$ cat config.mk
export PLATFORM = sky130hd
export DESIGN_NAME = nla_job_scheduler
export DESIGN_NICKNAME = d
export VERILOG_FILES = /design/src/rtl/nla_sched_pkg.sv /design/src/rtl/nla_rr_arbiter.sv /design/src/rtl/nla_job_scheduler.sv
export SDC_FILE = /design/constraint.sdc
export NUM_CORES = 1
export LEC_CHECK = 0
export CORE_MARGIN = 2
export CORE_UTILIZATION = 60
export DETAILED_ROUTE_END_ITERATION = 7
export DONT_BUFFER_PORTS = 1
export PLACE_DENSITY_LB_ADDON = 0.1
export SETUP_SLACK_MARGIN = 0.4
export SYNTH_ARGS = -nofsm -noshare
export SYNTH_HDL_FRONTEND = slang
export SYNTH_SLANG_ARGS = --single-unit
$ cat constraint.sdc
create_clock -name clk -period 3.59 [get_ports clk]
set_input_delay 0.359 -clock clk [delete_from_list [all_inputs] [get_ports clk]]
set_output_delay 0.359 -clock clk [all_outputs]
set_load 0.02 [all_outputs]
$ cat src/rtl/nla_sched_pkg.sv
// Shared definitions for the nonlinear-approximation job scheduler:
// FSM state encoding, default widths and the wait-counter sizing helper.
package nla_sched_pkg;

   typedef logic [1:0] state_t;

   localparam state_t IDLE  = 2'd0;
   localparam state_t ISSUE = 2'd1;
   localparam state_t WAIT  = 2'd2;
   localparam state_t RESP  = 2'd3;

   localparam int DEF_DATA_W = 16;
   localparam int DEF_FUNC_W = 2;

   // Counter only has to reach TIMEOUT-1.
   function automatic int cnt_width(input int timeout);
      return (timeout > 1) ? $clog2(timeout) : 1;
   endfunction

endpackage

$ cat src/rtl/nla_rr_arbiter.sv
// Combinational round-robin arbiter: searches from ptr+1 upward (mod N).
// Ports: req (requests), ptr (last grant), gnt (one-hot), gnt_idx (index).
module nla_rr_arbiter #(
   parameter int N  = 4,
   parameter int IW = 2
) (
   input  logic [N-1:0]  req,
   input  logic [IW-1:0] ptr,
   output logic [N-1:0]  gnt,
   output logic [IW-1:0] gnt_idx
);

   logic [IW-1:0] idx;

   // Walk from lowest to highest priority; the last hit wins.
   always_comb begin
      gnt     = '0;
      gnt_idx = '0;
      idx     = '0;
      for (int k = N; k >= 1; k--) begin
         idx = IW'((int'(ptr) + k) % N);
         if (req[idx]) begin
            gnt      = '0;
            gnt[idx] = 1'b1;
            gnt_idx  = idx;
         end
      end
   end

endmodule

$ cat src/rtl/nla_job_scheduler.sv
// Round-robin job scheduler sharing one nonlinear-approximation engine.
// Ports: req_* (job requests), cfg_* (degree table), eng_* (engine), rsp_* (results).
module nla_job_scheduler
   import nla_sched_pkg::*;
#(
   parameter int NUM_REQ    = 4,
   parameter int DATA_W     = DEF_DATA_W,
   parameter int FUNC_W     = DEF_FUNC_W,
   parameter int ADDR_LINES = 4,
   parameter int TIMEOUT    = 255
) (
   input  logic                      clk,
   input  logic                      rst,
   input  logic [NUM_REQ-1:0]        req_valid,
   output logic [NUM_REQ-1:0]        req_ready,
   input  logic [NUM_REQ*DATA_W-1:0] req_x,
   input  logic [NUM_REQ*FUNC_W-1:0] req_func,
   input  logic                      cfg_we,
   input  logic [FUNC_W-1:0]         cfg_func,
   input  logic [ADDR_LINES-1:0]     cfg_degree,
   output logic                      eng_start,
   output logic                      eng_abort,
   output logic [DATA_W-1:0]         eng_x,
   output logic [FUNC_W-1:0]         eng_func,
   output logic [ADDR_LINES-1:0]     eng_degree,
   input  logic                      eng_done,
   input  logic [DATA_W-1:0]         eng_result,
   output logic [NUM_REQ-1:0]        rsp_valid,
   input  logic [NUM_REQ-1:0]        rsp_ready,
   output logic [DATA_W-1:0]         rsp_data,
   output logic                      rsp_err
);

   localparam int IW       = $clog2(NUM_REQ);
   localparam int NUM_FUNC = 1 << FUNC_W;
   localparam int CW       = cnt_width(TIMEOUT);

   state_t                state_q, state_d;
   logic [IW-1:0]         rr_q, rr_d;
   logic [IW-1:0]         id_q, id_d;
   logic [DATA_W-1:0]     x_q, x_d;
   logic [FUNC_W-1:0]     func_q, func_d;
   logic [ADDR_LINES-1:0] deg_q, deg_d;
   logic [CW-1:0]         cnt_q, cnt_d;
   logic [DATA_W-1:0]     data_q, data_d;
   logic                  err_q, err_d;
   logic [ADDR_LINES-1:0] tab_q [NUM_FUNC];
   logic [ADDR_LINES-1:0] tab_d [NUM_FUNC];

   logic [NUM_REQ-1:0]    gnt;
   logic [IW-1:0]         gnt_idx;
   logic [FUNC_W-1:0]     func_sel;
   logic                  to_hit;

   nla_rr_arbiter #(
      .N  (NUM_REQ),
      .IW (IW)
   ) u_arb (
      .req     (req_valid),
      .ptr     (rr_q),
      .gnt     (gnt),
      .gnt_idx (gnt_idx)
   );

   assign func_sel = req_func[gnt_idx*FUNC_W +: FUNC_W];
   assign to_hit   = (cnt_q == CW'(TIMEOUT - 1));

   always_ff @(posedge clk) begin
      if (rst) begin
         state_q <= IDLE;
         rr_q    <= IW'(NUM_REQ - 1);
         id_q    <= '0;
         x_q     <= '0;
         func_q  <= '0;
         deg_q   <= '0;
         cnt_q   <= '0;
         data_q  <= '0;
         err_q   <= 1'b0;
         tab_q   <= '{default: '0};
      end else begin
         state_q <= state_d;
         rr_q    <= rr_d;
         id_q    <= id_d;
         x_q     <= x_d;
         func_q  <= func_d;
         deg_q   <= deg_d;
         cnt_q   <= cnt_d;
         data_q  <= data_d;
         err_q   <= err_d;
         tab_q   <= tab_d;
      end
   end

   always_comb begin
      state_d = state_q;
      rr_d    = rr_q;
      id_d    = id_q;
      x_d     = x_q;
      func_d  = func_q;
      deg_d   = deg_q;
      cnt_d   = cnt_q;
      data_d  = data_q;
      err_d   = err_q;
      tab_d   = tab_q;
      if (cfg_we) tab_d[cfg_func] = cfg_degree;
      unique case (state_q)
         IDLE: begin
            if (|req_valid) begin
               state_d = ISSUE;
               rr_d    = gnt_idx;
               id_d    = gnt_idx;
               x_d     = req_x[gnt_idx*DATA_W +: DATA_W];
               func_d  = func_sel;
               // Table read is pre-write: same-cycle cfg goes to later jobs.
               deg_d   = tab_q[func_sel];
            end
         end
         ISSUE: begin
            cnt_d   = '0;
            state_d = WAIT;
         end
         WAIT: begin
            // Done takes priority over a coincident timeout.
            if (eng_done) begin
               data_d  = eng_result;
               err_d   = 1'b0;
               state_d = RESP;
            end else if (to_hit) begin
               data_d  = '0;
               err_d   = 1'b1;
               state_d = RESP;
            end else begin
               cnt_d = cnt_q + CW'(1);
            end
         end
         RESP: begin
            if (rsp_ready[id_q]) state_d = IDLE;
         end
         default: state_d = IDLE;
      endcase
   end

   always_comb begin
      req_ready = (state_q == IDLE) ? gnt : '0;
      eng_start = (state_q == ISSUE);
      eng_abort = (state_q == WAIT) && !eng_done && to_hit;
      rsp_valid = '0;
      if (state_q == RESP) rsp_valid[id_q] = 1'b1;
   end

   assign eng_x      = x_q;
   assign eng_func   = func_q;
   assign eng_degree = deg_q;
   assign rsp_data   = data_q;
   assign rsp_err    = err_q;

endmodule

=== After elaboration in Yosys (flattened, before gate mapping) ===
Cells that the tools add are included.

* Reductions and logical operators: 17
* Bitwise gates (word level): 2
* Mux-type cells: 48
* Shift operators: 2
* Equality and inequality tests: 9
* $add $sub $neg: 5
* Magnitude comparators: 13

{| class="wikitable"
|+ Operators with widths
! kind !! number
|-
| indexed part select 64 x 7 -> 16 bit || 1
|-
| 2-to-1 mux 4 bit || 9
|-
| 2-to-1 mux 16 bit || 2
|-
| bitwise mux 16 bit || 1
|-
| 2-to-1 mux 2 bit || 8
|-
| 2-to-1 mux 8 bit || 2
|-
| one-hot mux 8 bit (2 select lines) || 1
|-
| < comparator 2 x 3 -> 1 bit, second input constant || 5
|-
| 2-to-1 mux 1 bit || 12
|-
| binary-select mux 1 bit (select 2 bit) || 5
|-
| demux 1 bit (select 2 bit) || 5
|-
| >= comparator 2 x 1 -> 1 bit, second input constant || 5
|-
| adder 8 x 1 -> 8 bit, second input constant || 1
|-
| binary-select mux 4 bit (select 2 bit) || 1
|-
| demux 4 bit (select 2 bit) || 1
|-
| equality test 8 bit, second input constant || 1
|-
| logical AND 1 bit || 8
|-
| != test 2 bit, second input constant || 4
|-
| one-hot mux 2 bit (4 select lines) || 1
|-
| indexed part select 8 x 4 -> 2 bit || 1
|-
| >= comparator 3 bit, second input constant || 2
|-
| inverter 2 -> 3 bit || 2
|-
| AND reduction 3 bit || 2
|-
| adder 2 x 1 -> 2 bit, second input constant || 2
|-
| 10 further kinds || 14
|}

* Flip-flop bits (word level): 69
* Bits of input ports: 106
* Output and inout port bits: 49

=== Logic depth before layout (Yosys ltp) ===
* Depth in word-level cells: 12
* Gate-level depth with buffers: 13

=== Modules after synthesis ===
A second synthesis with hierarchy kept.

* Cells, all modules: 421
* Area, all modules: 3928.8 µm²

{| class="wikitable"
|+ By module, submodules not included
! module !! cells an instance !! area each (µm²) !! sequential area each (µm²) !! instances
|-
| nla_job_scheduler || 359 || 3405.8 || 1381.3 || 1
|-
| nla_rr_arbiter || 62 || 523.0 || 0.0 || 1
|}

=== Worst setup path after synthesis ===
OpenSTA, ideal clock, no wires.

* Kind: flip-flop to flip-flop
* Start point: register rr_q[1]
* End point: register deg_q[2], in the netlist eng_degree[2]
* Path slack: 407 ps
* Library setup time: 131 ps
* Arrival: 3052 ps
* Stages on the path, launching flop included: 12
* Data required time: 3459 ps
* Path buffers: 2
* Cells stage by stage: dfxtp_1 > clkbuf_1 > inv_1 > ha_1 > buf_4 > mux2i_4 > mux2_4 > a41oi_1 > mux4_2 > a221oi_4 > nor4bb_1 > o41ai_2

* Longest elaborated chain between the ends: 12

{| class="wikitable"
|+ Ends and longest elaborated chain
! item !! line !! source
|-
| start, declared || nla_job_scheduler.sv:39 || <nowiki>logic [IW-1:0] rr_q, rr_d;</nowiki>
|-
| start signal, assigned || nla_job_scheduler.sv:71 || <nowiki>rr_q <= IW'(NUM_REQ - 1);</nowiki>
|-
| start signal, assigned || nla_job_scheduler.sv:82 || <nowiki>rr_q <= rr_d;</nowiki>
|-
| adder 2 x 1 -> 2 bit || nla_rr_arbiter.sv:21 || <nowiki>idx = IW'((int'(ptr) + k) % N);</nowiki>
|-
| binary-select mux 1 bit (select 2 bit) || nla_rr_arbiter.sv:22 || <nowiki>if (req[idx]) begin</nowiki>
|-
| 2-to-1 mux 1 bit (implied by the code) || nla_rr_arbiter.sv:22 ||
|-
| 2-to-1 mux 2 bit (3 in series) || nla_rr_arbiter.sv:22 ||
|-
| 2-to-1 mux 2 bit * || nla_rr_arbiter.sv:22 ||
|-
| indexed part select 8 x 4 -> 2 bit * || nla_job_scheduler.sv:65 || <nowiki>assign func_sel = req_func[gnt_idx*FUNC_W +: FUNC_W];</nowiki>
|-
| inverter 2 -> 3 bit (implied by the code) * || nla_job_scheduler.sv:115 || <nowiki>deg_d = tab_q[func_sel];</nowiki>
|-
| binary-select mux 4 bit (select 2 bit) * || nla_job_scheduler.sv:115 ||
|-
| 2-to-1 mux 4 bit (implied by the code) * (2 in series) || nla_job_scheduler.sv:115 ||
|-
| end signal, assigned || nla_job_scheduler.sv:86 || <nowiki>deg_q <= deg_d;</nowiki>
|-
| end, declared || nla_job_scheduler.sv:43 || <nowiki>logic [ADDR_LINES-1:0] deg_q, deg_d;</nowiki>
|}

Every way passes the cells marked *; elsewhere a longest branch is shown, timed or not. The select of a mux whose other input is x is not followed.
A chain may end at the register's enable or synchronous reset.

=== Final worst setup path ===
* Start point: register rr_q[0]
* End point: register deg_q[2], in the netlist eng_degree[2]

The elaborated chain is that of the path after synthesis.

==> flow_summary.json <==
{
  "status": "complete, no violations",
  "finalCritPeriodShare_pct": 82.96,
  "final_common_cell": "nand2_1",
  "portBuffers": 0,
  "slew_violations": 0,
  "cts_tree": "done",
  "arrival_ns": 3.21,
  "hold_start": "rst",
  "synth_edf_count": 0,
  "hold_buffers": 0,
  "post_drt_via_cell_ratio": 6.312,
  "gp_congestion": 0.8858,
  "clock-sinks": 69,
  "ys.flop_type": "dfxtp_1",
  "ys_warn_count": 0,
  "worstMarginPinSlew_ns": 1.085,
  "cts_made_buffers": 9,
  "r2r_slack_ns": 0.61,
  "clkTransAtPathRegs_ns": 0.09,
  "die_area_um2": 7981,
  "cp-end-kind": "flip-flop",
  "yosysSeqAreaShare_pct": 31.62,
  "r2r-start": "rr_q[0]",
  "place_ws_ns": 0.3825,
  "htreeDepth": 3,
  "synthAdderAreaFrac_pct": 3.723,
  "synth_area_per_cell_um2": 8.197,
  "drt_iter0_drc": 169,
  "clk_latency_ns": 0.35,
  "setup_viol": 0,
  "first_pass_iters": 5,
  "hold_viol": 0,
  "worstHoldPathType": "primary input to flip-flop",
  "synthDistinctLibCells": 60,
  "synth_compound_area_share_pct": 23.88,
  "grt_overflow_total": 0,
  "critPathKind": "flip-flop to flip-flop",
  "worstSetupStartpointType": "flip-flop",
  "synth_area_um2": 4369,
  "final_cell_mix": "nand2_1, dfxtp_1, a21oi_1, nor2_1, mux2i_1",
  "via_count": 3926,
  "setup_tns_ns": 0,
  "max_clock_freq_ghz": 0.3358,
  "antenna_left": 0,
  "min_to": "rsp_data[13]",
  "num_rows": 31,
  "area_delta_synth_final_pct": 7.532,
  "die_h_um": 89.34,
  "rsz0062_at_grt": "false",
  "die_x_um": 89.34,
  "synthesis.nets": 652,
  "synth.area.mux_share_pct": 10.42,
  "peakVddDrop_v": 0.0005980,
  "grt_use_total_pct": 25.32,
  "synth_xor_area_share_pct": 0.8018,
  "hold_depth": 1,
  "drv_cap": 0,
  "rr_worst_depth": 10,
  "reg2reg_to": "eng_degree[2]",
  "grt_pass1_wl_um": 16030,
  "p_leak_nw": 1.762,
  "async_reset_ff_share_pct": 0,
  "grt_pass1_vias": 3357,
  "synthCells": 533,
  "instances_no_fill": 622,
  "drcViolationCount": 0,
  "cts_max_path_buffers": 2,
  "crit_fanout": 10,
  "wl_per_cell_um": 17.32,
  "clk_root_buffer_cell": "clkbuf_8",
  "drive_above_1_share_pct": 11.66,
  "core_um2": 7137,
  "clock_skew_ns": 0.01100,
  "p_per_area_nw_per_um2": 1025,
  "synth_top_family_by_area": "simple AND/OR/NAND/NOR gates",
  "dp_hpwl_um": 7439,
  "totalWireLength_um": 10780,
  "ios": 155,
  "synth_seq_cells": 69,
  "dp_cells": 605,
  "setup_slack_ns": 0.6116,
  "relSlewSlack_pct": 27.54,
  "start_util_pct": 61.22,
  "worstPathRequired_ns": 3.82,
  "synthSimpleGateAreaFrac_pct": 24.28,
  "diodes": 0,
  "antenna_found_initial": 0,
  "fin_crit_ns": 2.978,
  "crit_path_start": "rr_q[0]",
  "grt_max_degree": 69,
  "final_nets": 637
}
==> per-stage QoR <==
stage                     power, mW  hold slack [ns]  instance area [µm²]  utilization (%)
final                         4.818          0.07598                 4698            65.83
after detailed placement      3.961           0.4440                 4404            61.71
after global placement        3.878           0.4366                 4404            61.71
after floorplan               3.465           0.4536                 4369                -
after global routing          5.151          0.05456                 4698            65.83
after CTS                     4.742          0.06011                 4643            65.06
==> layout make-up <==
cell class              count  area [µm²]
flip-flops and latches     69        1381
repair buffers             15       112.6
multi-input cells         414        2818
inverters                   9       33.78
clock inverters             7       105.1
clock buffers               9       123.9
well taps                  99       123.9
fillers                   645        2439
==> flip-flops by register name, indices dropped and copies added (netlist names) <==
name        cells
rsp_data       16
rsp_err         1
tab_q          16
eng_func        2
cnt_q           8
id_q            2
rr_q            2
eng_x          16
eng_degree      4
state_q         2
==> logic make-up (layout without fill, tap and decap cells) <==
family,count (synthesis),in the layout
simple gates,218,218
compound gates,142,142
flops,69,69
buf+inv,50,40
mux,37,37
fa+ha+maj,13,13
xor+xnor,4,4
==> critical path: stages (launching register included) <==
cell      delay (ns)
dfxtp_1         0.32
inv_2           0.24
ha_4            0.30
mux2i_4         0.22
mux2_4          0.35
a41oi_2         0.19
mux4_2          0.36
a221oi_4        0.26
buf_4           0.20
nor4bb_1        0.32
o41ai_2         0.09
==> synth_stat cells, drive strengths merged, types with 3 or more instances <==
cell	count	area, µm²
a211oi	19	142.6
a311o	17	170.2
nor4	6	37.54
a21boi	20	150.1
nand3b	6	45.04
nand3	26	142.6
nand2b	4	40.04
nor4bb	4	40.04
o211ai	8	60.06
mux2i	30	316.5
o41ai	4	50.05
nand2	105	396.6
and4	4	35.03
nand4	8	50.05
and3b	3	26.28
or3	3	18.77
xor2	4	35.03
inv	9	33.79
a221o	4	40.04
dfxtp	69	1381
o21ai	5	36.29
a21oi	51	259.0
clkbuf	26	97.59
nor2b	4	32.53
ha	13	162.7
buf	15	98.84
nor3	3	15.01
mux4	5	112.6
a221oi	3	43.80
nor2	35	131.4
==> repair_timing <==
action                                  CTS  global route
gates resized for setup                   1             8
gates cloned                              0             0
endpoints found under the setup margin    3            15
pin swaps                                 1             0
setup buffers                             1             0
==> report_power, final <==
| part | total, mW | internal (mW) | switching (mW) |
|---|---|---|---|
| logic | 2.79 | 1.13 | 1.67 |
| registers | 1.29 | 0.955 | 0.330 |
| clock network | 0.738 | 0.403 | 0.334 |
| total | 4.82 | 2.48 | 2.33 |
==> worst max-delay path by stage <==
stage | to | slack (ns)
finish | eng_degree[2] | 0.61
CTS | eng_degree[3] | 0.41
detailed placement | eng_degree[1] | 0.38
global route | eng_degree[3] | 0.50
global placement | eng_degree[3] | 0.53
floorplan | eng_degree[2] | 0.41
==> routing by layer <==
metal  track usage, %  up-vias  wire length, µm
li1                 -     1912                -
met1            33.18     1823             4567
met2            40.13      171             5116
met3            7.110       20              897
met4            8.820        0              194
met5                0        -                0
Power figures use the tool's default switching activity.
